$ cat src/rtl/sensor_monitor_ctrl.sv
// sensor_monitor_ctrl: periodic sensor sampling with debounced, ack-held fault alarm
module sensor_monitor_ctrl #(
    parameter int SAMPLE_PERIOD = 8,
    parameter int DEBOUNCE_CNT  = 3
) (
    input  logic       clk,
    input  logic       rst,
    input  logic       enable,
    input  logic [3:0] sensors,
    input  logic       ack,
    output logic       sample_strobe,
    output logic       alarm,
    output logic [3:0] fault_code,
    output logic       active
);
    localparam int TW = $clog2(SAMPLE_PERIOD);
    localparam int DW = $clog2(DEBOUNCE_CNT + 1);
    typedef enum logic [2:0] {IDLE, MONITOR, CONFIRM, ALARM, CLEAR_WAIT} state_t;
    state_t state_q, state_d;
    logic [TW-1:0] timer_q, timer_d;
    logic [DW-1:0] deb_q, deb_d;
    logic [3:0] pending_q, pending_d, fault_code_q, fault_code_d;
    logic alarm_q, alarm_d;
    logic strobe, err;
    assign strobe = (state_q != IDLE) && (timer_q == TW'(SAMPLE_PERIOD - 1));
    assign err = sensors[0] | (sensors[1] & (sensors[2] | sensors[3]));
    always_comb begin
        state_d      = state_q;
        timer_d      = (state_q == IDLE || strobe) ? '0 : timer_q + 1'b1;
        deb_d        = deb_q;
        pending_d    = pending_q;
        fault_code_d = fault_code_q;
        alarm_d      = alarm_q;
        if (!enable) begin
            state_d = IDLE;
            timer_d = '0;
            deb_d   = '0;
            alarm_d = 1'b0;
        end else begin
            case (state_q)
                IDLE: begin
                    state_d = MONITOR;
                    deb_d   = '0;
                end
                MONITOR: if (strobe && err) begin
                    pending_d = sensors;
                    deb_d     = DW'(1);
                    if (DEBOUNCE_CNT == 1) begin
                        state_d      = ALARM;
                        alarm_d      = 1'b1;
                        fault_code_d = sensors;
                    end else begin
                        state_d = CONFIRM;
                    end
                end
                CONFIRM: if (strobe) begin
                    if (!err) begin
                        deb_d   = '0;
                        state_d = MONITOR;
                    end else begin
                        deb_d = deb_q + 1'b1;
                        if (int'(deb_q) + 1 == DEBOUNCE_CNT) begin
                            state_d      = ALARM;
                            alarm_d      = 1'b1;
                            fault_code_d = pending_q;
                        end
                    end
                end
                ALARM: if (ack) begin
                    state_d = CLEAR_WAIT;
                    alarm_d = 1'b0;
                end
                CLEAR_WAIT: if (strobe && !err) begin
                    state_d = MONITOR;
                    deb_d   = '0;
                end
                default: state_d = IDLE;
            endcase
        end
    end
    always_ff @(posedge clk) begin
        if (rst) begin
            state_q      <= IDLE;
            timer_q      <= '0;
            deb_q        <= '0;
            pending_q    <= '0;
            fault_code_q <= '0;
            alarm_q      <= 1'b0;
        end else begin
            state_q      <= state_d;
            timer_q      <= timer_d;
            deb_q        <= deb_d;
            pending_q    <= pending_d;
            fault_code_q <= fault_code_d;
            alarm_q      <= alarm_d;
        end
    end
    assign sample_strobe = strobe;
    assign alarm         = alarm_q;
    assign fault_code    = fault_code_q;
    assign active        = state_q != IDLE;
endmodule

$ cat config.mk
export PLATFORM = sky130hd
export DESIGN_NAME = sensor_monitor_ctrl
export DESIGN_NICKNAME = d
export VERILOG_FILES = /design/src/rtl/sensor_monitor_ctrl.sv
export SDC_FILE = /design/constraint.sdc
export NUM_CORES = 1
export LEC_CHECK = 0
export ABC_AREA = 0
export BUFFER_PORTS_ARGS = -buffer_cell sky130_fd_sc_hd__buf_4
export CORE_ASPECT_RATIO = 1.1
export CORE_MARGIN = 5
export CORE_UTILIZATION = 25
export CTS_CLUSTER_SIZE = 10
export DETAILED_ROUTE_END_ITERATION = 6
export PLACE_DENSITY = 0.48
export SETUP_SLACK_MARGIN = 0.1
export SLEW_MARGIN = 20
export SYNTH_ARGS = -nofsm -noshare
export SYNTH_HDL_FRONTEND = slang
export SYNTH_SLANG_ARGS = --single-unit
$ cat constraint.sdc
create_clock -name clk -period 2.5 [get_ports clk]
set_input_delay 0.375 -clock clk [delete_from_list [all_inputs] [get_ports clk]]
set_output_delay 0.375 -clock clk [all_outputs]
set_load 0.05 [all_outputs]
==> impl_metrics.json, run 1 <==
{
  "r2r-end": "fault_code[0]",
  "pre_cts_slack_ns": 0.8196,
  "drtPass1Iterations": 4,
  "min_path_cells": 2,
  "syn_nets": 106,
  "powerDensity_nw_per_um2": 451.9,
  "core_um2": 3358,
  "die_h_um": 71.95,
  "die_w_um": 66.32,
  "die_area_um2": 4771,
  "drt_iter0_markers": 14,
  "hold_path.class": "in2reg",
  "overflow": 0,
  "end_kind": "output port",
  "initial_core_util_pct": 25.97,
  "tns_ns": 0,
  "area_delta_synth_final_pct": 18.51,
  "postCtsHoldBufs": 0,
  "finalClockSkew_ns": 0.004940,
  "reg2reg_depth": 6,
  "fin_cells": 157,
  "finalWorstSetupSlack_ns": 0.5367,
  "rows": 22,
  "n_antenna_cell": 0,
  "cp_data_required_time_ns": 2.12,
  "gp_congestion": 0.7658,
  "wl_per_cell_um": 12.67,
  "cts-root-buf": "clkbuf_4",
  "viasPerCell": 4.586,
  "final_common_cell": "dfxtp_1",
  "maxCapViolCount": 0,
  "portBuffers": 14,
  "postCtsSetupBuffers": 0,
  "fin_crit_ns": 1.963,
  "critPathKind": "reg2out",
  "synth_warnings": 0,
  "finalMaxSlewViolations": 0,
  "max-slew-margin-rel_pct": 62.90,
  "fmax_ghz": 0.5094,
  "hold_viol_final": 0,
  "numCtsBuffers": 3,
  "drive_above_1_share_pct": 20.18,
  "grt_pass1_vias": 746,
  "grt_setup_unrepaired": "false",
  "grt_max_degree": 17,
  "ff2ff_setup_slack_ns": 0.81,
  "cp.arrival_ns": 1.59,
  "tightest_slew_ns": 0.5557,
  "grt_pass1_wl_um": 3436,
  "worstHoldStart": "rst",
  "placed_area_um2": 1006,
  "insertion_delay_ns": 0.30,
  "fin_hold_ws_ns": 0.2905,
  "clockBufferDepth": 2,
  "setup_viol": 0,
  "cts_tree": "yes",
  "wl_um": 1989,
  "num_vias": 720,
  "h-tree-depth": 1,
  "crit_start": "timer_q[0]",
  "postCtsResizedCells": 0,
  "antenna_left": 0,
  "grtUsageTotal_pct": 9.580,
  "grt_antenna_before_repair": 0,
  "worstPathMaxFanout": 8,
  "final_cell_mix": "dfxtp_1, buf_4, nor2_1",
  "dp.cells": 153,
  "vdd_ir_drop_max_uv": 198.3,
  "final_area_um2": 1033,
  "netlist_area_um2": 872.1,
  "crit_path_start_kind": "flop",
  "cts_sinks": 17,
  "pin_count": 15,
  "avgSynthCellArea_um2": 9.180,
  "drc_errors": 0,
  "syn_inst": 95,
  "outcome": "finished clean",
  "fin_nets": 121,
  "r2r-start": "timer_q[0]",
  "ys_types": 31,
  "yosysSeqAreaShare_pct": 39.02,
  "hpwlAfterDp_um": 1486,
  "final.period_utilization_pct": 78.53,
  "synth-seq-cells": 17,
  "p_leak_uw": 0.0004456,
  "holdPathEnd": "pending_q[0]",
  "clk_pin_slew_worst_paths_ns": 0.10
}
==> flip-flops by register name, indices dropped and copies added, names as in the netlist <==
signal / cells
fault_code: 4
pending_q: 4
alarm: 1
deb_q: 2
state_q: 3
timer_q: 3
==> metal layers <==
metal	track usage [%]	share of wire, %	vias to the layer above	wire length [µm]
met5	0	0	-	0
met4	6.998	3.3	0	65
met3	2.012	3.4	5	67
met2	15.33	48	11	964
met1	11.15	45	336	891
li1	-	-	368	-
==> layout make-up <==
| class | instances | area (µm²) |
|---|---|---|
| Timing Repair Buffer | 14 | 105.1 |
| Clock buffer | 3 | 22.52 |
| Inverter | 7 | 26.28 |
| Sequential cell | 17 | 340.3 |
| Clock inverter | 1 | 5.005 |
| Multi-Input combinational cell | 67 | 474.2 |
| Fill cell | 363 | 2325 |
| Tap cell | 48 | 60.06 |
==> Yosys cell counts (all sizes together) <==
library cell  count  share of area, %
a21boi            1              0.86
inv               7               3.0
a2111oi           1               3.2
o311ai            1               1.0
and2              2               1.4
o32ai             1               1.0
nand4b            1               1.0
buf               4               3.6
mux2i             8               9.2
o211ai            1               1.4
a21oi             8               4.6
nor4              1              0.72
dfxtp            17                39
and4bb            2               2.9
ha                3               4.3
o21ai             3               1.7
o2111ai           1               1.7
o21a              2               1.7
nand2             6               2.6
a211oi            1              0.86
nand3             1              0.57
nand2b            3               3.0
nor3              5               2.9
nor2             11               4.7
a22oi             1              0.86
a31oi             1              0.72
o22ai             2               1.4
==> metrics by stage <==
stage          power (µW)  utilization [%]
2_1_floorplan       303.3                -
3_3_place_gp        318.5            29.96
3_5_place_dp        319.4            29.96
4_1_cts             472.0            30.78
5_1_grt             483.8            30.78
6_report            467.0            30.78
==> worst max path at each step <==
stage | end | slack [ns] | cells past startpoint
finish | sample_strobe | 0.54 | 5
global route | sample_strobe | 0.41 | 5
CTS | sample_strobe | 0.52 | 5
detailed placement | fault_code[0] | 0.82 | 6
global placement | fault_code[2] | 0.88 | 6
floorplan | sample_strobe | 0.64 | 4
==> cell families after synthesis <==
group,share of synthesized area [%]
AO/OA/AOI/OAI,21.09
adder cells (fa/ha/maj),4.305
buffers and inverters,6.599
flip-flops,39.02
multiplexers,9.183
AND/OR/NAND/NOR,19.80
==> where the power goes <==
| group | switching (µW) | internal, µW |
|---|---|---|
| Sequential | 2.51 | 272 |
| Clock | 94.3 | 59.8 |
| Combinational | 23.6 | 14.8 |
==> critical path: stages (launching register included) <==
cell,delay [ns]
dfxtp_1,0.35
ha_1,0.15
ha_1,0.27
inv_1,0.15
nor2_1,0.14
buf_4,0.21
(Power assumes the default switching activity.)
==> run 2: changes to the inputs <==
==> constraint.sdc (replaced) <==
create_clock -name clk -period 2 [get_ports clk]
set_input_delay 0.3 -clock clk [delete_from_list [all_inputs] [get_ports clk]]
set_output_delay 0.3 -clock clk [all_outputs]
set_load 0.05 [all_outputs]
==> impl_metrics.json, run 2 (synthesis gave the netlist of run 1 again) <==
{
  "outcome": "finished clean",
  "intPower_uw": 432.8,
  "cp_slowest_stage_delay_ns": 0.67,
  "setup_viol": 0,
  "grtUsageTotal_pct": 8.920,
  "die_h_um": 71.95,
  "cp_data_required_time_ns": 1.70,
  "fmax_ghz": 0.5691,
  "die_area_um2": 4771,
  "pwr-share-seq_pct": 59.5,
  "hold_path.class": "in2reg",
  "pin_count": 15,
  "rows": 22,
  "hpwlAfterDp_um": 1456,
  "fin_nets": 122,
  "critPathKind": "reg2out",
  "final_common_cell": "dfxtp_1",
  "path_cells": "nor3_1, nor2_1, buf_6",
  "cp_top_family": "flip-flops",
  "clockBufferDepth": 2,
  "p_leak_uw": 0.0004487,
  "swShare_pct": 24.95,
  "num_vias": 714,
  "wl_per_cell_um": 12.04,
  "wl_met1_um": 887,
  "gp_congestion": 0.7879,
  "portBuffers": 14,
  "crit_path_start_kind": "flop",
  "routed.top_layer": "met4",
  "antenna_left": 0,
  "n_antenna_cell": 0,
  "vdd_ir_drop_max_uv": 293.1,
  "p_sw_uw": 143.8,
  "critical_path_buf_inv_count": 1,
  "finalClockSkew_ns": 0.0008668,
  "numCtsBuffers": 3,
  "wl_met2_um": 933,
  "tns_ns": 0,
  "tightest_slew_ns": 0.5360,
  "drt_iter0_markers": 5,
  "grt_pass1_vias": 708,
  "powerDensity_nw_per_um2": 545.4,
  "area_delta_synth_final_pct": 21.23,
  "cp.arrival_ns": 1.46,
  "wl_met3_um": 36,
  "p_comb_share_pct": 8.3,
  "h-tree-depth": 1,
  "grt_pass1_wl_um": 3263,
  "die_w_um": 66.32,
  "final.period_utilization_pct": 87.86,
  "max-slew-margin-rel_pct": 64.22,
  "drc_errors": 0,
  "initial_core_util_pct": 25.97,
  "finalMaxSlewViolations": 0,
  "viasPerCell": 4.519,
  "worstPathMaxFanout": 16,
  "cts_tree": "yes",
  "slowest_stage": "dfxtp_1",
  "grt_antenna_before_repair": 0,
  "fin_util_pct": 31.48,
  "drive_above_1_share_pct": 21.82,
  "core_um2": 3358,
  "final_cell_mix": "dfxtp_1, buf_4, nor2_1",
  "fin_crit_ns": 1.757,
  "insertion_delay_ns": 0.29,
  "postCtsSetupBuffers": 0,
  "end_kind": "output port",
  "clkPwrFrac_pct": 32.3,
  "grt_max_degree": 17,
  "maxCapViolCount": 0,
  "overflow": 0,
  "nFillCells": 395,
  "drtPass1Iterations": 4,
  "cts_sinks": 17,
  "hold_viol_final": 0,
  "clk_pin_slew_worst_paths_ns": 0.10,
  "grt_setup_unrepaired": "false",
  "wl_um": 1902,
  "cts-root-buf": "clkbuf_4"
}
-- run 2: changes by cell type in the layout (fill, tap and decap cells not counted) --
cell / previous run / this run
buf_6: 0 / 1
ha_1: 3 / 2
ha_4: 0 / 1
-- run 2: final timing paths --
path                   endpoint  slack (ns)  cells after the start  startpoint
hold / removal     pending_q[0]        0.23                      2         rst
setup reg to reg  fault_code[2]        0.45                      6  timer_q[0]
setup / recovery  sample_strobe        0.24                      3  state_q[1]
hold reg to reg      timer_q[0]        0.46                      1  timer_q[0]
-- run 2: final cells by class --
| type | count | area, µm² | area share, % |
|---|---|---|---|
| clock buffer | 3 | 22.52 | 2.130 |
| clock inverter | 1 | 5.005 | 0.4734 |
| inverter | 7 | 26.28 | 2.485 |
| multi-input combinational | 67 | 486.7 | 46.04 |
| sequential | 17 | 340.3 | 32.19 |
| tap | 48 | 60.06 | 5.680 |
| timing repair buffer | 15 | 116.4 | 11.01 |
-- run 2: stage by stage --
stage | cells | worst slack, ns | cell area, µm² | total power [µW] | hold slack [ns]
2_1_floorplan | 95 | 0.2189 | 872.1 | 379.1 | 0.4048
3_3_place_gp | 154 | 0.4101 | 1013 | 398.2 | 0.4175
3_5_place_dp | 154 | 0.3479 | 1013 | 398.6 | 0.4523
4_1_cts | 158 | 0.1025 | 1041 | 589.2 | 0.2284
5_1_grt | 158 | 0.09893 | 1057 | 612.3 | 0.2247
6_report | 158 | 0.2428 | 1057 | 576.7 | 0.2341
-- run 2: per-layer routing --
metal | vias to the layer above | GRT usage (%)
li1 | 374 | -
met1 | 330 | 11.66
met2 | 8 | 13.56
met3 | 2 | 1.084
met4 | 0 | 6.095
met5 | - | 0
-- run 2: repair_timing --
action / in CTS / in global routing
hold buffers: 0 / 0
endpoints found under the setup margin: 0 / 1
resized for setup: 0 / 3
-- run 2: power groups by stage --
| stage | Combinational, µW | Sequential (µW) | Clock (µW) |
|---|---|---|---|
| global placement | 47.4 | 351 | 0 |
| CTS | 48.3 | 343 | 198 |
| finish | 47.6 | 343 | 186 |
| floorplan | 29.1 | 350 | 0 |
| global route | 53.9 | 344 | 215 |
| detailed placement | 47.7 | 351 | 0 |
-- run 2: worst register-to-register path, stage by stage (launching register included) --
cell,delay (ns)
dfxtp_1,0.36
ha_1,0.19
ha_4,0.17
and4bb_1,0.23
o2111ai_2,0.23
mux2i_1,0.23
nor2_1,0.05
